<file path="src/rtl/kernel_config_sequencer_if.sv">
// Request, coefficient-write and status signals of the kernel configuration sequencer.
// The master modport is the sequencer side; slave is the control path / coefficient RAM side.
interface kernel_config_sequencer_if;
    logic       req_valid;
    logic [2:0] req_sel;
    logic       req_ready;
    logic       frame_start;
    logic       cfg_wr_valid;
    logic [3:0] cfg_wr_addr;
    logic [7:0] cfg_wr_data;
    logic       cfg_wr_ready;
    logic       pix_enable;
    logic [2:0] active_sel;
    logic       busy;
    logic       sel_err;

    modport master (
        input  req_valid, req_sel, frame_start, cfg_wr_ready,
        output req_ready, cfg_wr_valid, cfg_wr_addr, cfg_wr_data,
        output pix_enable, active_sel, busy, sel_err
    );

    modport slave (
        output req_valid, req_sel, frame_start, cfg_wr_ready,
        input  req_ready, cfg_wr_valid, cfg_wr_addr, cfg_wr_data,
        input  pix_enable, active_sel, busy, sel_err
    );
endinterface

</file>
<file path="src/rtl/kernel_config_sequencer.sv">
// Holds kernel-select requests until a frame boundary, streams the selected 3x3 kernel plus
// shift word into the convolution engine's coefficient RAM, then masks pixels while it flushes.
module kernel_config_sequencer #(
    parameter int unsigned NUM_KERNELS  = 6,
    parameter int unsigned FLUSH_CYCLES = 16
) (
    input  logic                             clk,
    input  logic                             rst_n,
    kernel_config_sequencer_if.master        bus_io
);
    localparam int unsigned CntW    = (FLUSH_CYCLES > 1) ? $clog2(FLUSH_CYCLES) : 1;
    localparam logic [3:0]  LastIdx = 4'd9;

    typedef enum logic [1:0] {StIdle, StArmed, StLoad, StFlush} state_e;

    // Row-major coefficients at addr 3*row+col, shift word last.
    localparam logic [7:0] KernelTab [6][10] = '{
        '{8'h00, 8'h00, 8'h00, 8'h00, 8'h01, 8'h00, 8'h00, 8'h00, 8'h00, 8'h00},
        '{8'h01, 8'h02, 8'h01, 8'h02, 8'h04, 8'h02, 8'h01, 8'h02, 8'h01, 8'h04},
        '{8'h00, 8'hFF, 8'h00, 8'hFF, 8'h05, 8'hFF, 8'h00, 8'hFF, 8'h00, 8'h00},
        '{8'hFF, 8'hFF, 8'hFF, 8'hFF, 8'h08, 8'hFF, 8'hFF, 8'hFF, 8'hFF, 8'h00},
        '{8'hFF, 8'h00, 8'h01, 8'hFE, 8'h00, 8'h02, 8'hFF, 8'h00, 8'h01, 8'h00},
        '{8'hFF, 8'hFE, 8'hFF, 8'h00, 8'h00, 8'h00, 8'h01, 8'h02, 8'h01, 8'h00}
    };

    function automatic logic [7:0] coef_word(logic [2:0] sel, logic [3:0] idx);
        if (sel > 3'd5 || idx > LastIdx) return 8'h00;
        return KernelTab[sel][idx];
    endfunction

    state_e          state_q, state_d;
    logic [2:0]      pending_q, pending_d;
    logic [3:0]      idx_q, idx_d;
    logic [CntW-1:0] cnt_q, cnt_d;
    logic            valid_q, valid_d;
    logic [3:0]      addr_q, addr_d;
    logic [7:0]      data_q, data_d;
    logic            pix_q, pix_d;
    logic [2:0]      active_q, active_d;
    logic            busy_q, busy_d;
    logic            err_q, err_d;

    logic       accept;
    logic       req_bad;
    logic [2:0] sel_map;

    assign bus_io.req_ready = (state_q == StIdle) || (state_q == StArmed);
    assign accept           = bus_io.req_valid && bus_io.req_ready;
    assign req_bad          = {29'd0, bus_io.req_sel} >= NUM_KERNELS;
    assign sel_map          = req_bad ? 3'd0 : bus_io.req_sel;

    always_ff @(posedge clk or negedge rst_n) begin
        if (!rst_n) begin
            state_q   <= StArmed;
            pending_q <= 3'd0;
            idx_q     <= 4'd0;
            cnt_q     <= '0;
            valid_q   <= 1'b0;
            addr_q    <= 4'd0;
            data_q    <= 8'd0;
            pix_q     <= 1'b0;
            active_q  <= 3'd0;
            busy_q    <= 1'b0;
            err_q     <= 1'b0;
        end else begin
            state_q   <= state_d;
            pending_q <= pending_d;
            idx_q     <= idx_d;
            cnt_q     <= cnt_d;
            valid_q   <= valid_d;
            addr_q    <= addr_d;
            data_q    <= data_d;
            pix_q     <= pix_d;
            active_q  <= active_d;
            busy_q    <= busy_d;
            err_q     <= err_d;
        end
    end

    always_comb begin
        state_d   = state_q;
        pending_d = pending_q;
        idx_d     = idx_q;
        cnt_d     = cnt_q;
        active_d  = active_q;
        case (state_q)
            StIdle: begin
                if (accept) begin
                    pending_d = sel_map;
                    state_d   = StArmed;
                end
            end
            StArmed: begin
                // A request coincident with frame_start wins and is the one loaded.
                if (accept) pending_d = sel_map;
                if (bus_io.frame_start) begin
                    state_d = StLoad;
                    idx_d   = 4'd0;
                end
            end
            StLoad: begin
                if (valid_q && bus_io.cfg_wr_ready) begin
                    if (idx_q == LastIdx) begin
                        state_d = StFlush;
                        cnt_d   = CntW'(FLUSH_CYCLES - 1);
                    end else begin
                        idx_d = idx_q + 4'd1;
                    end
                end
            end
            StFlush: begin
                if (cnt_q == '0) begin
                    state_d  = StIdle;
                    active_d = pending_q;
                end else begin
                    cnt_d = cnt_q - 1'b1;
                end
            end
            default: state_d = StArmed;
        endcase
    end

    // Outputs are registered from the next state so they line up with state_q.
    always_comb begin
        valid_d = (state_d == StLoad);
        addr_d  = valid_d ? idx_d : 4'd0;
        data_d  = valid_d ? coef_word(pending_d, idx_d) : 8'd0;
        busy_d  = (state_d == StLoad) || (state_d == StFlush);
        pix_d   = pix_q;
        if (state_d == StIdle) pix_d = 1'b1;
        else if (busy_d)       pix_d = 1'b0;
        err_d   = accept && req_bad;
    end

    assign bus_io.cfg_wr_valid = valid_q;
    assign bus_io.cfg_wr_addr  = addr_q;
    assign bus_io.cfg_wr_data  = data_q;
    assign bus_io.pix_enable   = pix_q;
    assign bus_io.active_sel   = active_q;
    assign bus_io.busy         = busy_q;
    assign bus_io.sel_err      = err_q;
endmodule

</file>
<file path="src/flat_wrapper.sv">
// flat-port wrapper written by rule: the top's interface ports become plain ports
module kernel_config_sequencer_flat 
#(
    parameter int unsigned NUM_KERNELS  = 6,
    parameter int unsigned FLUSH_CYCLES = 16
)
  (clk, rst_n, bus_io_req_valid, bus_io_req_sel, bus_io_frame_start, bus_io_cfg_wr_ready, bus_io_req_ready, bus_io_cfg_wr_valid, bus_io_cfg_wr_addr, bus_io_cfg_wr_data, bus_io_pix_enable, bus_io_active_sel, bus_io_busy, bus_io_sel_err);
  kernel_config_sequencer_if bus_io_i ();
  input  logic clk;
  input  logic rst_n;
  input wire logic [$bits(bus_io_i.req_valid)-1:0] bus_io_req_valid;
  input wire logic [$bits(bus_io_i.req_sel)-1:0] bus_io_req_sel;
  input wire logic [$bits(bus_io_i.frame_start)-1:0] bus_io_frame_start;
  input wire logic [$bits(bus_io_i.cfg_wr_ready)-1:0] bus_io_cfg_wr_ready;
  output wire logic [$bits(bus_io_i.req_ready)-1:0] bus_io_req_ready;
  output wire logic [$bits(bus_io_i.cfg_wr_valid)-1:0] bus_io_cfg_wr_valid;
  output wire logic [$bits(bus_io_i.cfg_wr_addr)-1:0] bus_io_cfg_wr_addr;
  output wire logic [$bits(bus_io_i.cfg_wr_data)-1:0] bus_io_cfg_wr_data;
  output wire logic [$bits(bus_io_i.pix_enable)-1:0] bus_io_pix_enable;
  output wire logic [$bits(bus_io_i.active_sel)-1:0] bus_io_active_sel;
  output wire logic [$bits(bus_io_i.busy)-1:0] bus_io_busy;
  output wire logic [$bits(bus_io_i.sel_err)-1:0] bus_io_sel_err;
  assign bus_io_i.req_valid = bus_io_req_valid;
  assign bus_io_i.req_sel = bus_io_req_sel;
  assign bus_io_i.frame_start = bus_io_frame_start;
  assign bus_io_i.cfg_wr_ready = bus_io_cfg_wr_ready;
  assign bus_io_req_ready = bus_io_i.req_ready;
  assign bus_io_cfg_wr_valid = bus_io_i.cfg_wr_valid;
  assign bus_io_cfg_wr_addr = bus_io_i.cfg_wr_addr;
  assign bus_io_cfg_wr_data = bus_io_i.cfg_wr_data;
  assign bus_io_pix_enable = bus_io_i.pix_enable;
  assign bus_io_active_sel = bus_io_i.active_sel;
  assign bus_io_busy = bus_io_i.busy;
  assign bus_io_sel_err = bus_io_i.sel_err;
  kernel_config_sequencer #(.NUM_KERNELS(NUM_KERNELS), .FLUSH_CYCLES(FLUSH_CYCLES)) u_core (.clk(clk), .rst_n(rst_n), .bus_io(bus_io_i));
endmodule
</file>
<file path="config.mk">
export PLATFORM = sky130hd
export DESIGN_NAME = kernel_config_sequencer_flat
export DESIGN_NICKNAME = d
export VERILOG_FILES = /design/src/rtl/kernel_config_sequencer_if.sv /design/src/rtl/kernel_config_sequencer.sv /design/src/flat_wrapper.sv
export SDC_FILE = /design/constraint.sdc
export NUM_CORES = 1
export LEC_CHECK = 0
export BUFFER_PORTS_ARGS = -buffer_cell sky130_fd_sc_hd__buf_4
export CAP_MARGIN = 15
export CORE_AREA = 2 2 59 61
export DETAILED_ROUTE_END_ITERATION = 7
export DIE_AREA = 0 0 61 63
export GPL_TIMING_DRIVEN = 0
export PLACE_DENSITY = 0.91
export SYNTH_ARGS = -nofsm -noshare
export SYNTH_HDL_FRONTEND = slang
export SYNTH_SLANG_ARGS = --single-unit
</file>
<file path="constraint.sdc">
create_clock -name clk -period 6.65 [get_ports clk]
set_input_delay 0.3325 -clock clk [delete_from_list [all_inputs] [get_ports clk]]
set_output_delay 0.3325 -clock clk [all_outputs]
set_load 0.005 [all_outputs]
</file>
### Yosys cells after proc, flatten, opt, wreduce, memory -nomap -nowiden

Memory sizes are Yosys's and may differ from the RTL's.
Index checks and enable logic that the tools add are counted.

* bits in registers: 32
* ROM bits: 640
* bits of input ports: 8
* output and inout port bits: 20
* logic and storage cells: 73
* memories: 1

Memories
* (name not given): words 8, width 80, read ports 1, clocked after memory_dff 0, wr ports 0, RTL line kernel_config_sequencer.sv:28 `return KernelTab[sel][idx];`

* add/subtract/negate cells: 2
* $lt $le $gt $ge: 5
* eq/ne operators: 9
* mux-type cells: 29
* bitwise logic cells: 2
* reductions and logical operators: 14

Operator list (count)
* 80-bit 2-to-1 mux: 2
* 8-bit 2-to-1 mux: 5
* 8-bit binary-select mux with 4-bit select: 1
* 4-bit 2-to-1 mux: 7
* 4-bit one-hot mux with 2 select lines: 2
* 2-bit 2-to-1 mux: 5
* 3-bit 2-to-1 mux: 3
* 2-bit equality test (second input constant): 4
* 2-bit one-hot mux with 4 select lines: 1
* 5-bit greater-or-equal comparator (second input constant): 1
* 4-bit inverter with 5-bit output: 1
* 4-bit by 1-bit adder with 4-bit output (second input constant): 1
* 4-bit equality test (second input constant): 1
* 4-bit greater-or-equal comparator (second input constant): 1
* 4-bit greater-than comparator (second input constant): 1
* 2-bit zero test: 2
* 4-bit zero test: 1
* 2-bit by 1-bit inequality test with 1-bit output (second input constant): 2
* 3-bit inverter with 4-bit output: 1
* 4-bit AND reduction: 1
* 2-bit nonzero test: 2
* 4-bit by 1-bit subtractor with 4-bit output (second input constant): 1
* 3-bit greater-or-equal comparator (second input constant): 1
* 3-bit greater-than comparator (second input constant): 1
* 7 further kinds: 13

### Depth between registers and ports, before layout

Gate-level depths: netlist (run 1).

* depth in word-level cells: 14
* depth in mapped cells: 10
* gate-level depth less buffers: 10

### Worst setup path after synthesis (run 1)

No wires, ideal clock.

* path type: register -> register
* start: register u_core.state_q[0]
* end: register u_core.data_q[6] (netlist: u_core.bus_io.cfg_wr_data[6])
* setup time: 133 ps
* data arrival time: 2730 ps
* required time: 6517 ps
* slack: 3786 ps
* cell stages (with the launch flop): 11
* path buffers: 0
* period minus slack after synthesis: 2864 ps
* path through: dfstp_2 inv_1 ha_1 o21ai_1 mux2i_1 inv_1 ha_1 o31ai_1 o211ai_1 a21oi_1 nor3_1

* cells in the longest elaborated chain, start to end: 14
* elaborated cells between the ends (all ways): 31
* those cells by class: order compare: 2; eq/ne: 4; mux: 17; bitwise: 2; reduce/logical: 5; memory: 1

RTL lines
* start: declaration: RTL line kernel_config_sequencer.sv:31 `state_e state_q, state_d;`
* start signal: assignment: RTL line kernel_config_sequencer.sv:54 `state_q <= StArmed;`
* start signal: assignment: RTL line kernel_config_sequencer.sv:66 `state_q <= state_d;`
* 2-bit by 1-bit equality test with 1-bit output / 2-bit zero test (equally long branches): RTL line kernel_config_sequencer.sv:47, kernel_config_sequencer.sv:86
* 1-bit logical OR: RTL line kernel_config_sequencer.sv:47 `assign bus_io.req_ready = (state_q == StIdle) || (state_q == StArmed);`
* 1-bit logical AND: RTL line kernel_config_sequencer.sv:48 `assign accept = bus_io.req_valid && bus_io.req_ready;`
* 3-bit 2-to-1 mux: RTL line kernel_config_sequencer.sv:88, kernel_config_sequencer.sv:95
* 3-bit 2-to-1 mux *
* named net u_core.pending_d[0]: RTL line kernel_config_sequencer.sv:32 `logic [2:0] pending_q, pending_d;`
* 3-bit inverter with 4-bit output (implied by the code): RTL line kernel_config_sequencer.sv:28
* memory read 8 x 80 bit
* 80-bit 2-to-1 mux (implied by the code) (2 in a row): RTL line kernel_config_sequencer.sv:28
* 8-bit binary-select mux with 4-bit select: RTL line kernel_config_sequencer.sv:28
* 8-bit 2-to-1 mux (implied by the code) (2 in a row): RTL line kernel_config_sequencer.sv:28
* 8-bit 2-to-1 mux *: RTL line kernel_config_sequencer.sv:28
* 8-bit 2-to-1 mux *: RTL line kernel_config_sequencer.sv:127 `data_d = valid_d ? coef_word(pending_d, idx_d) : 8'd0;`
* end signal: assignment: RTL line kernel_config_sequencer.sv:72 `data_q <= data_d;`
* end: declaration: RTL line kernel_config_sequencer.sv:37 `logic [7:0] data_q, data_d;`

The timed path passes the listed nets; every way through them passes the cells marked *. The select of a mux whose other input is x is not followed.
A chain may end at the register's enable or synchronous reset.

### Worst setup path after layout (run 1)

Ends and elaborated chain as after synthesis.

==> results of run 1 <==
==> flip-flops by register name, indices dropped and copies added, names as in the netlist <==
name and cells:
u_core.cnt_q 4, u_core.idx_q 4, u_core.bus_io.pix_enable 1, u_core.bus_io.active_sel 3, u_core.bus_io.cfg_wr_addr 4, u_core.bus_io.cfg_wr_valid 1, u_core.bus_io.busy 1, u_core.bus_io.sel_err 1
u_core.state_q 2, u_core.bus_io.cfg_wr_data 5, u_core.pending_q 3
==> cell type report <==
class,count,area [µm²],area share [%]
clock buffer,6,41.3,1.88
clock inverter,2,10.0,0.455
buffer,6,42.5,1.93
tap,46,57.6,2.62
sequential,29,727,33.0
timing repair buffer,28,213,9.67
inverter,18,67.6,3.07
multi-input combinational,146,1040,47.3
==> worst max path at each step <==
| stage | from | to |
|---|---|---|
| final | u_core.state_q[0] | u_core.bus_io.cfg_wr_data[6] |
| after global placement | u_core.state_q[0] | u_core.bus_io.cfg_wr_data[6] |
| after detailed placement | u_core.state_q[0] | u_core.bus_io.cfg_wr_data[6] |
| after global routing | u_core.state_q[0] | u_core.bus_io.cfg_wr_data[6] |
| after CTS | u_core.state_q[0] | u_core.bus_io.cfg_wr_data[6] |
| after floorplan | u_core.state_q[0] | u_core.bus_io.cfg_wr_data[6] |
==> cell families after synthesis <==
kind of cell,share of synthesized area [%]
and+or+nand+nor,19.1
AOI/OAI and AO/OA,25.5
DFF,38.7
buffers and inverters,5.86
adders and majority gates,6.66
muxes,4.20
==> where the power goes <==
part           internal [µW]  leakage [µW]  total (µW)  switching [µW]
registers                217      0.000377         247            29.3
clock network           40.2     0.0000320        99.9            59.8
logic                    143      0.000582         341             197
total                    401      0.000991         687             287
==> cells in the final DEF (no fill, tap or decap), drive strengths merged, types with 3 or more instances in the layout <==
| cell type | instances |
|---|---|
| nor2 | 16 |
| mux2i | 3 |
| nand3 | 8 |
| a211oi | 5 |
| or3 | 3 |
| nand2b | 3 |
| o221ai | 3 |
| a21oi | 13 |
| nor2b | 3 |
| nor3 | 6 |
| ha | 10 |
| o211ai | 4 |
| a221oi | 3 |
| o21a | 3 |
| nand2 | 13 |
| dfrtp | 28 |
| inv | 18 |
| mux2 | 4 |
| buf | 32 |
| o21ai | 12 |
| clkbuf | 7 |
| nand4 | 4 |
==> per-layer routing <==
metal	track usage (%)	share of wire (%)	vias up
met1	32.5	45	784
met5	0	0	-
li1	-	-	814
met2	32.1	46	70
met4	8.42	2.2	0
met3	6.21	6.6	11
==> critical path: cells and delay by family (launching register included) <==
kind	cells	cell delay [ns]
AO/OA/AOI/OAI	4	1.25
adder cells (fa/ha/maj)	2	0.61
flip-flops	1	0.56
multiplexers	1	0.53
buffers and inverters	2	0.33
AND/OR/NAND/NOR	1	0.10
==> per-stage QoR <==
stage | instance area, µm² | worst slack, ns | utilization (%) | std cells | total power, µW
finish | 2200 | 3.15 | 68.1 | 281 | 687
floorplan | 1880 | 3.79 | - | 199 | 487
global route | 2200 | 2.89 | 68.1 | 281 | 739
global placement | 2140 | 3.29 | 66.2 | 272 | 578
detailed placement | 2140 | 3.27 | 66.2 | 272 | 585
CTS | 2200 | 3.24 | 68.1 | 281 | 686
==> impl_metrics.toml, run 1 <==
[global_routing]
grt_max_degree = 30
antenna_found_initial = 0
track_usage_pct = 22.6
grt_pass1_vias = 1498
grt_pass1_wl_um = 6580
grt_overflow = 0

[clock_tree]
ctsHtreeMaxLevel = 2
cts_made_buffers = 5
cts_tree = "built"
cts.reportedPaths.clkPinSlew_ns = 0.09
cts_setup_buffers = 0
cts_root_buf = "clkbuf_4"
clk_path_buf_depth = 2
cts_resized = 0
worstSkewPairLatency_ns = 0.33
clock_sinks = 29
holdBufCountCts = 1

[sta]
min_period_ns = 3.50
timing.fmax_mhz = 286
rsz0062_at_grt = "no"
tightest_slew_ns = 0.535
clock_skew_ns = 0.00423
setup_viol = 0
fin_setup_tns_ns = 0
finalHoldViolCount = 0
hold_slack_ns = 0.238
slew_viol_final = 0
relSlewSlack_pct = 63.6
fin_crit_sh_pct = 52.6

[routing]
vias = 1679
wl_um = 4010
drtPass1Iterations = 4
ant_nets = 0
drc = 0
wl_per_cell_um = 14.3
vias_per_cell = 5.98
drt_iter0_drc = 197

[critical_path]
r2r_slack_ns = 3.15
timing.critical_path.from_type = "flop"
crit_fanout = 7
reg2reg_depth = 10
r2r-end = "u_core.bus_io.cfg_wr_data[6]"
endpoint_kind = "flop"
worstPathCellList = "inv_1, ha_1, o21ai_1, mux2i_1, inv_1, ha_1, o31ai_1, o211ai_1, a21oi_1, nor3_1"
crit_path_top_delay_cell = "dfstp_2"
worst_path_largest_cell_delay_ns = 0.56
critPathRequiredTime_ns = 6.85
crit_arrival_ns = 3.70
regToRegStartpoint = "u_core.state_q[0]"
worstSetupPathType = "reg2reg"

[yosys]
synth_nets = 217
synth_seq_cells = 29
yosys-top-cells-area = "dfrtp_1, ha_1, a21oi_1"
synth_edf_count = 0
synth.most_common_cell = "dfrtp_1"
netlist.area_leader.share_pct = 37.3
syn_avg_cell_area_um2 = 9.44
ys_seq_area_share_pct = 38.7
yosys.area.top_type = "dfrtp_1"
synth_ff_type = "dfrtp_1"
async_flop_share_pct = 100
synth_cell_types = 59
synth_common_cells = "dfrtp_1, inv_1, nor2_1"
syn_inst = 199
syn_area_um2 = 1880
yosys_warnings = 0

[min_path]
min_to = "u_core.bus_io.sel_err"
hold_path_class = "in2reg"
min_path_cells = 3
min_from = "bus_io_req_sel[1]"

[power_and_ir_drop]
peakVddDrop_mv = 0.166
p_leak_uw = 0.000991
power_density_nw_per_um2 = 313

[die]
initial_core_util_pct = 58.1
fp.dieH_um = 63
core-area_um2 = 3230
die_w_um = 61
io_pins = 28
die_area_um2 = 3840
rows = 21

[cells_and_area]
nets = 252
area_delta_synth_final_pct = 17.1
nFillCells = 256
drive_above_1_share_pct = 24.7
antenna_cells = 0

[job]
maxCapViolCount = 0

[placement]
io_buffer_count = 27
dpl.hpwl_um = 2950
gp_congestion = 0.936

[status]
status = "completed"
Power figures use the tool's default switching activity.
==> run 2, diff against run 1 <==
Settings changed: ABC_AREA from default to 1, CORE_AREA 2 2 59 61 to 2 2 66 68, DIE_AREA 0 0 61 63 to 0 0 68 70, PLACE_DENSITY 0.91 to 0.83.
Clock period 6.65 ns to 3.1 ns, I/O delays scaled along.
==> impl_metrics.toml, run 2 <==
[global_routing]
track_usage_pct = 18.8
grt_max_degree = 30
grt_overflow = 0
antenna_found_initial = 0
grt_pass1_wl_um = 6820
grt_pass1_vias = 1651

[clock_tree]
cts_root_buf = "clkbuf_8"
clock_sinks = 29
worstSkewPairLatency_ns = 0.28
cts_resized = 0
cts.reportedPaths.clkPinSlew_ns = 0.07
cts_made_buffers = 5
clk_path_buf_depth = 2
cts_tree = "built"
ctsHtreeMaxLevel = 2

[critical_path]
worstPathCellList = "inv_1, ha_1, nor2_1, nor2_4, nand2_1, nand2_2, inv_2, ha_1, inv_1, nand2_2, nand2_1, nand2_1, nand2_1, nand2_1, nand2_1, inv_2, nand2_1, a21oi_1"
worst_path_largest_cell_delay_ns = 0.56
endpoint_kind = "flop"
crit_fanout = 5
crit_path_top_delay_cell = "dfstp_2"
crit_arrival_ns = 2.59
critPathRequiredTime_ns = 3.30
timing.critical_path.from_type = "flop"
reg2reg_depth = 18
crit_top_cell = "nand2_1"
worstSetupPathType = "reg2reg"

[yosys]
ys_seq_area_share_pct = 36.1
synth_cell_types = 32
async_flop_share_pct = 100
syn_avg_cell_area_um2 = 7.66
synth_nets = 281
yosys.area.top_type = "dfrtp_1"
synth.most_common_cell = "nand2_1"
synth_ff_type = "dfrtp_1"
yosys_warnings = 0
synth_edf_count = 0
synth_common_cells = "nand2_1, dfrtp_1, inv_1, nand3_1, nor2_1"
syn_inst = 263
netlist.area_leader.share_pct = 34.8
syn_area_um2 = 2020
yosys-top-cells-area = "dfrtp_1, nand2_1, ha_1"
synth_seq_cells = 29

[die]
io_pins = 28
initial_core_util_pct = 48.6
rows = 24
die_area_um2 = 4760
core-area_um2 = 4140
fp.dieH_um = 70
die_w_um = 68

[routing]
drt_iter0_drc = 120
wl_um = 3990
vias = 1767
drtPass1Iterations = 4
wl_per_cell_um = 11.4
ant_nets = 0
drc = 0
vias_per_cell = 5.03

[power_and_ir_drop]
internal_power_uw = 1320
power_frac_seq_pct = 22.1
swShare_pct = 49.4
power_density_nw_per_um2 = 1090
pwr-share-comb_pct = 64.7
p_leak_uw = 0.00127
total_power_uw = 2620
power_switching_uw = 1290
p_clk_share_pct = 13.3
peakVddDrop_mv = 0.373

[sta]
min_period_ns = 2.39
timing.fmax_mhz = 419
fin_crit_sh_pct = 77.0
clock_skew_ns = 0.00975
rsz0062_at_grt = "no"
finalHoldViolCount = 0
fin_setup_tns_ns = 0
relSlewSlack_pct = 69.8
slew_viol_final = 0
setup_viol = 0
tightest_slew_ns = 0.448

[cells_and_area]
ff_latch_area_um2 = 727
antenna_cells = 0
multi_input_area_um2 = 1110
area_delta_synth_final_pct = 18.8
drive_above_1_share_pct = 30.8
largest_reg_flops = 5
final_cell_mix = "nand2_1, buf_4, dfrtp_1"
nFillCells = 376
nets = 316
layout_commonest_cell = "nand2_1"

[placement]
io_buffer_count = 27
gp_congestion = 0.861
dpl.hpwl_um = 3010

[min_path]
min_path_cells = 3
hold_path_class = "in2reg"

[job]
maxCapViolCount = 0

[status]
status = "completed"
[run 2: what timing repair did]
action | in CTS | in global routing
hold buffers | 1 | 0
setup buffers | 0 | 0
hold endpoints to repair | 28 | 0
[run 2: critical path, delay by kind of cell (launching register included)]
kind,cells,cell delay [ns]
DFF,1,0.56
buffers and inverters,4,0.29
AOI/OAI and AO/OA,1,0.12
adders and majority gates,2,0.46
and+or+nand+nor,11,0.87
[run 2: area by class of cell]
cell class,count,area share [%]
clock inverter,1,0.209
buffer,5,1.88
inverter,34,5.43
sequential,29,30.4
timing repair buffer,28,8.88
clock buffer,7,4.02
tap,52,2.72
multi-input combinational,195,46.5
[run 2: cell families (layout without fill, tap and decap cells)]
kind of cell	Yosys count	count (layout)	share of synthesized area, %
buf+inv	39	75	8.69
flops	29	29	36.1
xor+xnor	1	1	0.435
simple gates	155	155	38.5
compound gates	29	29	10.1
fa+ha+maj	10	10	6.21
[run 2: power by group through the flow]
stage	clock (µW)	combinational [µW]	sequential [µW]
after floorplan	0	1320	579
after global placement	0	1650	584
after detailed placement	0	1690	585
after CTS	354	1700	578
after global routing	367	1920	593
final	348	1690	577
[run 2: final timing paths]
kind,start,endpoint,slack (ns)
worst max-delay path,u_core.state_q[0],u_core.bus_io.cfg_wr_data[3],0.71
worst min-delay path,bus_io_req_sel[1],u_core.bus_io.sel_err,0.14
worst max register to register,u_core.state_q[0],u_core.bus_io.cfg_wr_data[3],0.71
worst min register to register,u_core.bus_io.active_sel[0],u_core.bus_io.active_sel[0],0.49
max in group asynchronous,rst_n,u_core.state_q[0],2.47
min in group asynchronous,rst_n,u_core.cnt_q[2],0.33
[run 2: routing by layer]
layer	routed length, µm	global-route usage (%)	part of all wire [%]	vias up
met1	1720	22.3	43	831
met3	134	4.35	3.4	9
met4	85	8.00	2.1	0
met5	0	0	0	-
li1	-	-	-	902
met2	2050	31.8	51	25
[run 2: per-stage QoR]
step           cell area [µm²]  std cells  util [%]  hold WS, ns  worst slack [ns]
5_1_grt                   2390        351      57.8        0.145             0.459
3_5_place_dp              2280        342      55.1        0.101             0.718
3_3_place_gp              2280        342      55.1       0.0920             0.792
4_1_cts                   2390        351      57.8        0.127             0.695
6_report                  2390        351      57.8        0.138             0.713
2_1_floorplan             2020        263         -       -0.141             0.976
